<file path="src/rtl/mem_arbiter_if.sv">
// Bundle of cache-side and memory-side signals around the shared line memory port.
// The slave modport is the arbiter's view; master is the caches-plus-memory view.
interface mem_arbiter_if #(
   parameter int unsigned WORD_SIZE = 32,
   parameter int unsigned LINE_SIZE = 128
);
   logic                 ic_mem_req;
   logic [WORD_SIZE-1:0] ic_mem_req_addr;
   logic                 ic_mem_res;
   logic [WORD_SIZE-1:0] ic_mem_res_addr;
   logic [LINE_SIZE-1:0] ic_mem_res_data;

   logic                 dc_mem_req;
   logic [WORD_SIZE-1:0] dc_mem_req_addr;
   logic                 dc_mem_write;
   logic [WORD_SIZE-1:0] dc_mem_write_addr;
   logic [LINE_SIZE-1:0] dc_mem_write_data;
   logic                 dc_mem_write_ack;
   logic                 dc_mem_res;
   logic [WORD_SIZE-1:0] dc_mem_res_addr;
   logic [LINE_SIZE-1:0] dc_mem_res_data;

   logic                 mem_req;
   logic [WORD_SIZE-1:0] mem_req_addr;
   logic                 mem_write;
   logic [WORD_SIZE-1:0] mem_write_addr;
   logic [LINE_SIZE-1:0] mem_write_data;
   logic                 mem_res;
   logic [WORD_SIZE-1:0] mem_res_addr;
   logic [LINE_SIZE-1:0] mem_res_data;

   logic                 busy;

   modport slave (
      input  ic_mem_req, ic_mem_req_addr,
      output ic_mem_res, ic_mem_res_addr, ic_mem_res_data,
      input  dc_mem_req, dc_mem_req_addr,
      input  dc_mem_write, dc_mem_write_addr, dc_mem_write_data,
      output dc_mem_write_ack, dc_mem_res, dc_mem_res_addr, dc_mem_res_data,
      output mem_req, mem_req_addr, mem_write, mem_write_addr, mem_write_data,
      input  mem_res, mem_res_addr, mem_res_data,
      output busy
   );

   modport master (
      output ic_mem_req, ic_mem_req_addr,
      input  ic_mem_res, ic_mem_res_addr, ic_mem_res_data,
      output dc_mem_req, dc_mem_req_addr,
      output dc_mem_write, dc_mem_write_addr, dc_mem_write_data,
      input  dc_mem_write_ack, dc_mem_res, dc_mem_res_addr, dc_mem_res_data,
      input  mem_req, mem_req_addr, mem_write, mem_write_addr, mem_write_data,
      output mem_res, mem_res_addr, mem_res_data,
      input  busy
   );
endinterface

</file>
<file path="src/rtl/mem_arbiter.sv">
// Arbitrates the single line memory port between icache reads and dcache reads/write-backs.
// One read outstanding at a time; write-backs win in IDLE; competing reads alternate.
module mem_arbiter #(
   parameter int unsigned WORD_SIZE = 32,
   parameter int unsigned LINE_SIZE = 128
) (
   input logic          clk,
   input logic          rst,
   mem_arbiter_if.slave bus
);

   typedef enum logic [1:0] {
      IDLE,
      WRITE,
      WAIT
   } state_t;

   typedef enum logic {
      SIDE_IC,
      SIDE_DC
   } side_t;

   state_t state;
   side_t  owner;
   side_t  rr_prio;
   logic   grant_dc_c;
   logic   res_hit_c;

   // dcache wins a read grant when alone or when the tie-break favours it
   assign grant_dc_c = bus.dc_mem_req & (~bus.ic_mem_req | (rr_prio == SIDE_DC));

   // A response counts only for the address we issued; stale or foreign ones are dropped
   assign res_hit_c = (state == WAIT) & bus.mem_res & (bus.mem_res_addr == bus.mem_req_addr);

   assign bus.ic_mem_res      = res_hit_c & (owner == SIDE_IC);
   assign bus.dc_mem_res      = res_hit_c & (owner == SIDE_DC);
   assign bus.ic_mem_res_addr = bus.mem_res_addr;
   assign bus.ic_mem_res_data = bus.mem_res_data;
   assign bus.dc_mem_res_addr = bus.mem_res_addr;
   assign bus.dc_mem_res_data = bus.mem_res_data;

   always_ff @(posedge clk) begin
      if (rst) begin
         state                <= IDLE;
         owner                <= SIDE_IC;
         rr_prio              <= SIDE_IC;
         bus.mem_req          <= 1'b0;
         bus.mem_req_addr     <= WORD_SIZE'(0);
         bus.mem_write        <= 1'b0;
         bus.mem_write_addr   <= WORD_SIZE'(0);
         bus.mem_write_data   <= LINE_SIZE'(0);
         bus.dc_mem_write_ack <= 1'b0;
         bus.busy             <= 1'b0;
      end else begin
         case (state)
            IDLE: begin
               if (bus.dc_mem_write) begin
                  bus.mem_write        <= 1'b1;
                  bus.mem_write_addr   <= bus.dc_mem_write_addr;
                  bus.mem_write_data   <= bus.dc_mem_write_data;
                  bus.dc_mem_write_ack <= 1'b1;
                  state                <= WRITE;
                  bus.busy             <= 1'b1;
               end else if (bus.ic_mem_req | bus.dc_mem_req) begin
                  bus.mem_req      <= 1'b1;
                  bus.mem_req_addr <= grant_dc_c ? bus.dc_mem_req_addr : bus.ic_mem_req_addr;
                  owner            <= grant_dc_c ? SIDE_DC : SIDE_IC;
                  rr_prio          <= grant_dc_c ? SIDE_IC : SIDE_DC;
                  state            <= WAIT;
                  bus.busy         <= 1'b1;
               end
            end
            WRITE: begin
               bus.mem_write        <= 1'b0;
               bus.dc_mem_write_ack <= 1'b0;
               state                <= IDLE;
               bus.busy             <= 1'b0;
            end
            WAIT: begin
               // mem_req_addr stays latched for response matching
               bus.mem_req <= 1'b0;
               if (res_hit_c) begin
                  state    <= IDLE;
                  bus.busy <= 1'b0;
               end
            end
            default: begin
               state    <= IDLE;
               bus.busy <= 1'b0;
            end
         endcase
      end
   end

endmodule

</file>
<file path="src/flat_wrapper.sv">
// flat-port wrapper written by rule: the top's interface ports become plain ports
module mem_arbiter_flat 
#(
   parameter int unsigned WORD_SIZE = 32,
   parameter int unsigned LINE_SIZE = 128
)
  (clk, rst, bus_ic_mem_req, bus_ic_mem_req_addr, bus_ic_mem_res, bus_ic_mem_res_addr, bus_ic_mem_res_data, bus_dc_mem_req, bus_dc_mem_req_addr, bus_dc_mem_write, bus_dc_mem_write_addr, bus_dc_mem_write_data, bus_dc_mem_write_ack, bus_dc_mem_res, bus_dc_mem_res_addr, bus_dc_mem_res_data, bus_mem_req, bus_mem_req_addr, bus_mem_write, bus_mem_write_addr, bus_mem_write_data, bus_mem_res, bus_mem_res_addr, bus_mem_res_data, bus_busy);
  mem_arbiter_if #(.WORD_SIZE(WORD_SIZE), .LINE_SIZE(LINE_SIZE)) bus_i ();
  input logic clk;
  input logic rst;
  input wire logic [$bits(bus_i.ic_mem_req)-1:0] bus_ic_mem_req;
  input wire logic [$bits(bus_i.ic_mem_req_addr)-1:0] bus_ic_mem_req_addr;
  output wire logic [$bits(bus_i.ic_mem_res)-1:0] bus_ic_mem_res;
  output wire logic [$bits(bus_i.ic_mem_res_addr)-1:0] bus_ic_mem_res_addr;
  output wire logic [$bits(bus_i.ic_mem_res_data)-1:0] bus_ic_mem_res_data;
  input wire logic [$bits(bus_i.dc_mem_req)-1:0] bus_dc_mem_req;
  input wire logic [$bits(bus_i.dc_mem_req_addr)-1:0] bus_dc_mem_req_addr;
  input wire logic [$bits(bus_i.dc_mem_write)-1:0] bus_dc_mem_write;
  input wire logic [$bits(bus_i.dc_mem_write_addr)-1:0] bus_dc_mem_write_addr;
  input wire logic [$bits(bus_i.dc_mem_write_data)-1:0] bus_dc_mem_write_data;
  output wire logic [$bits(bus_i.dc_mem_write_ack)-1:0] bus_dc_mem_write_ack;
  output wire logic [$bits(bus_i.dc_mem_res)-1:0] bus_dc_mem_res;
  output wire logic [$bits(bus_i.dc_mem_res_addr)-1:0] bus_dc_mem_res_addr;
  output wire logic [$bits(bus_i.dc_mem_res_data)-1:0] bus_dc_mem_res_data;
  output wire logic [$bits(bus_i.mem_req)-1:0] bus_mem_req;
  output wire logic [$bits(bus_i.mem_req_addr)-1:0] bus_mem_req_addr;
  output wire logic [$bits(bus_i.mem_write)-1:0] bus_mem_write;
  output wire logic [$bits(bus_i.mem_write_addr)-1:0] bus_mem_write_addr;
  output wire logic [$bits(bus_i.mem_write_data)-1:0] bus_mem_write_data;
  input wire logic [$bits(bus_i.mem_res)-1:0] bus_mem_res;
  input wire logic [$bits(bus_i.mem_res_addr)-1:0] bus_mem_res_addr;
  input wire logic [$bits(bus_i.mem_res_data)-1:0] bus_mem_res_data;
  output wire logic [$bits(bus_i.busy)-1:0] bus_busy;
  assign bus_i.ic_mem_req = bus_ic_mem_req;
  assign bus_i.ic_mem_req_addr = bus_ic_mem_req_addr;
  assign bus_ic_mem_res = bus_i.ic_mem_res;
  assign bus_ic_mem_res_addr = bus_i.ic_mem_res_addr;
  assign bus_ic_mem_res_data = bus_i.ic_mem_res_data;
  assign bus_i.dc_mem_req = bus_dc_mem_req;
  assign bus_i.dc_mem_req_addr = bus_dc_mem_req_addr;
  assign bus_i.dc_mem_write = bus_dc_mem_write;
  assign bus_i.dc_mem_write_addr = bus_dc_mem_write_addr;
  assign bus_i.dc_mem_write_data = bus_dc_mem_write_data;
  assign bus_dc_mem_write_ack = bus_i.dc_mem_write_ack;
  assign bus_dc_mem_res = bus_i.dc_mem_res;
  assign bus_dc_mem_res_addr = bus_i.dc_mem_res_addr;
  assign bus_dc_mem_res_data = bus_i.dc_mem_res_data;
  assign bus_mem_req = bus_i.mem_req;
  assign bus_mem_req_addr = bus_i.mem_req_addr;
  assign bus_mem_write = bus_i.mem_write;
  assign bus_mem_write_addr = bus_i.mem_write_addr;
  assign bus_mem_write_data = bus_i.mem_write_data;
  assign bus_i.mem_res = bus_mem_res;
  assign bus_i.mem_res_addr = bus_mem_res_addr;
  assign bus_i.mem_res_data = bus_mem_res_data;
  assign bus_busy = bus_i.busy;
  mem_arbiter #(.WORD_SIZE(WORD_SIZE), .LINE_SIZE(LINE_SIZE)) u_core (.clk(clk), .rst(rst), .bus(bus_i));
endmodule
</file>
<file path="config.mk">
export PLATFORM = sky130hd
export DESIGN_NAME = mem_arbiter_flat
export DESIGN_NICKNAME = d
export VERILOG_FILES = /design/src/rtl/mem_arbiter_if.sv /design/src/rtl/mem_arbiter.sv /design/src/flat_wrapper.sv
export SDC_FILE = /design/constraint.sdc
export NUM_CORES = 1
export LEC_CHECK = 0
export CORE_AREA = 2 2 353 355
export CTS_CLUSTER_DIAMETER = 50
export DETAILED_ROUTE_END_ITERATION = 10
export DIE_AREA = 0 0 355 357
export GPL_TIMING_DRIVEN = 0
export HOLD_SLACK_MARGIN = 0.08
export PLACE_DENSITY_LB_ADDON = 0.1
export SETUP_SLACK_MARGIN = 0.02
export SYNTH_ARGS = -nofsm -noshare
export SYNTH_HDL_FRONTEND = slang
export SYNTH_SLANG_ARGS = --single-unit
</file>
<file path="constraint.sdc">
create_clock -name clk -period 3.1 [get_ports clk]
set_input_delay 0.62 -clock clk [delete_from_list [all_inputs] [get_ports clk]]
set_output_delay 0.62 -clock clk [all_outputs]
set_load 0.005 [all_outputs]
</file>
==> results by group <==
Status
  – Outcome: finished, violations left
  – Failing checks: negative setup slack

GRT
  – First-pass GRT wire length: 82000 um
  – Vias in the first global route: 11.0k
  – Grt ovf: 0
  – Largest net degree at the start of global routing: 20
  – Gr usage total: 9.20%
  – Antenna violations before repair: 17

STA
  – Clk_skew: 0.0196 ns
  – Final slew viol count: 0
  – Final hold slack: 0.456 ns
  – Rel. slew slack: 12.7%
  – Crit share post-route: 102%
  – Worst setup margin: -0.0526 ns
  – Final setup vio count: 1
  – Worst slew pin tran: 1.31 ns
  – Minimum clock period: 3.15 ns
  – Total negative slack: -0.0526 ns
  – Fmax: 0.317 GHz
  – Fin. Hold Viols: 0
  – RSZ-0062 raised after global routing: yes

Clock tree
  – Hold_buf cts: 0
  – TritonCTS Buffers: 17
  – H-tree depth: 4
  – Clock Pin Slew Worst Setup and Hold Paths: 0.08 ns
  – Clock Tree Buf Depth: 2
  – Clock sinks: 199
  – Clock latency on the worst-skew pair: 0.52 ns
  – CTS tree: done
  – Clock root buffer: clkbuf_16

Yosys
  – #FFs+latches synth: 199
  – Mapped Cells: 1209
  – Ranking of synthesized cells by area: dfxtp_1 (41%), buf_4 (25%), nand2_1 (13%)
  – Synthesized cell area: 0.00973 mm2
  – Sequential element share of the synthesized area: 40.9%
  – Top FF cell, synth: dfxtp_1
  – Avg Cell Area, Syn: 8.05 um2
  – Syn Nets: 1599
  – Post-synth EDFFs: 0
  – Synth area leader: dfxtp_1
  – Unique cell type count in the Yosys netlist: 29
  – Ys async rst share: 0%
  – Synth top area share: 40.9%
  – Yosys warns: 0
  – Most numerous cell in the Yosys netlist: nand2_1
  – Commonest cells post-synth: nand2_1 (324), buf_4 (321), dfxtp_1 (199)

Worst hold path
  – HP Class: flip-flop to flip-flop

Worst setup path
  – Reg2reg setup slack: 0.70 ns
  – Critical path type: input pin to primary output
  – Type of origin of the critical path: input pin
  – CP arrival: 2.53 ns
  – Worst EP required: 2.48 ns
  – Max FO, Critical Path: 2
  – CP endpoint kind: primary output

Routing
  – DR pass1 iterations: 8
  – DR iter-0 viols: 405
  – DRC errors left: 0
  – Average wire per standard cell: 16.6 um
  – DRT antenna net count: 0
  – WL final: 61000 um
  – DR vias/cell: 2.94
  – Via count: 10.8k

Pwr
  – Gate power share: 30.0%
  – Peak supply drop: 310 uV
  – Clock Power Share: 32.1%
  – Total power: 7.54 mW
  – Sw Pwr: 2.27 mW
  – Switching share of power: 30.1%
  – Cell area power density: 370 mW/mm2
  – Int Pwr: 5.27 mW
  – P_leak: 7.72 nW
  – Flop pwr share: 37.9%

Placed design
  – Post-Place Worst Slack: -1.37 ns
  – Count of port buffers added during placement: 778
  – Post-placement cell count: 3624
  – Placed Area: 0.0196 mm2
  – Final HPWL DP: 51300 um
  – Placer Congestion: 0.736

Floorplanning
  – Die W: 355 um
  – Die Area: 0.127 mm2
  – I/O pin total: 908
  – Initial core utilization: 7.91%
  – Height of the die: 357 um
  – Core Region: 0.123 mm2
  – FP Rows: 129

Finish
  – Layout cells sized above 1: 20.5%
  – Design area: 0.0204 mm2
  – Final Non-Filler Cells: 3669
  – Area Overhead vs Synth: 110%
  – Core Util, Final: 16.6%
  – Final net count: 2405

Run
  – Max cap viols: 0
==> layout by cell type, fill, tap and decap left out, types with 2 or more instances in the layout <==
master,Yosys,final
nor2_1,37,37
buf_12,3,3
a21oi_1,165,165
dlygate4sd2_1,0,17
dfxtp_1,199,192
xor2_2,0,2
dfxtp_4,0,2
clkdlybuf4s50_1,0,755
o21ai_1,1,2
nand3_1,3,2
nor2b_4,1,2
nand2_1,324,324
buf_4,321,328
buf_1,4,4
a211oi_1,2,2
and2_1,2,2
clkdlybuf4s15_2,0,3
xnor2_1,7,4
clkinvlp_4,0,2
clkbuf_1,42,41
diode_2,0,4
clkbuf_16,0,17
inv_1,4,4
buf_6,5,8
nor4_4,0,2
nor4_2,1,5
inv_6,0,3
a222oi_1,32,32
buf_2,14,15
xor2_1,24,21
clkinv_4,0,3
xnor2_4,0,2
nor4_1,8,2
dfxtp_2,0,5
inv_8,0,5
==> final cells by class <==
type | instances | area (um2)
Antenna cell | 4 | 10.0
Buffer | 389 | 2770
Clock buffer | 17 | 425
Clock inverter | 15 | 159
Fill cell | 13900 | 103000
Inverter | 4 | 15.0
Multi-Input combinational cell | 617 | 3120
Sequential cell | 199 | 4000
Tap cell | 1637 | 2050
Timing Repair Buffer | 787 | 7840
==> layer usage <==
metal	wire, um	GRT usage (%)	vias up
li1	-	-	5228
met1	21200	9.03	4963
met2	32600	17.3	506
met3	6190	4.29	56
met4	835	2.34	24
met5	153	0	-
==> critical path: stages <==
cell	delay (ns)
clkdlybuf4s50_1	0.49
o21ai_1	0.08
or4_4	0.56
nor4_4	0.30
buf_6	0.16
buf_6	0.10
nor2b_4	0.13
buf_6	0.10
==> power by group through the flow <==
stage	combinational (mW)	sequential, mW	clock, mW
after floorplan	0.789	2.91	0
after global placement	2.31	2.91	0
after detailed placement	2.31	2.92	0
after CTS	2.34	2.86	2.62
after global routing	2.46	2.89	2.67
final	2.26	2.86	2.42
==> registers in the layout, summed over array words and instances, names as in the netlist <==
| register | flops |
|---|---|
| u_core.owner | 1 |
| u_core.rr_prio | 1 |
| u_core.bus.mem_write_addr | 32 |
| u_core.bus.mem_write_data | 128 |
| u_core.bus.mem_req_addr | 32 |
| u_core.bus.busy | 1 |
| u_core.state | 2 |
| u_core.bus.mem_write | 1 |
| u_core.bus.mem_req | 1 |
==> what timing repair did <==
action | CTS | global route
pin swaps | 10 | 4
resized for setup | 62 | 7
buffers inserted | 8 | 1
endpoints found under the setup margin | 42 | 2
==> cells by family (layout without fill, tap and decap cells) <==
group                  count (synthesis)  after routing  synth area share (%)
AO/OA/AOI/OAI                        202            202                  12.1
XOR/XNOR                              31             31                  2.79
buffers and inverters                393           1212                  28.6
flip-flops                           199            199                  40.9
other                                  0              4                     0
AND/OR/NAND/NOR                      384            384                  15.5
==> worst paths after layout <==
path	start	end	cells past startpoint
hold reg to reg	u_core.bus.mem_write_data[51]	u_core.bus.mem_write_data[51]	2
setup reg to reg	u_core.state[0]	u_core.bus.mem_write_data[88]	7
setup / recovery	bus_mem_res	bus_ic_mem_res	8
hold / removal	u_core.bus.mem_write_data[51]	u_core.bus.mem_write_data[51]	2
Power figures use the tool's default switching activity.
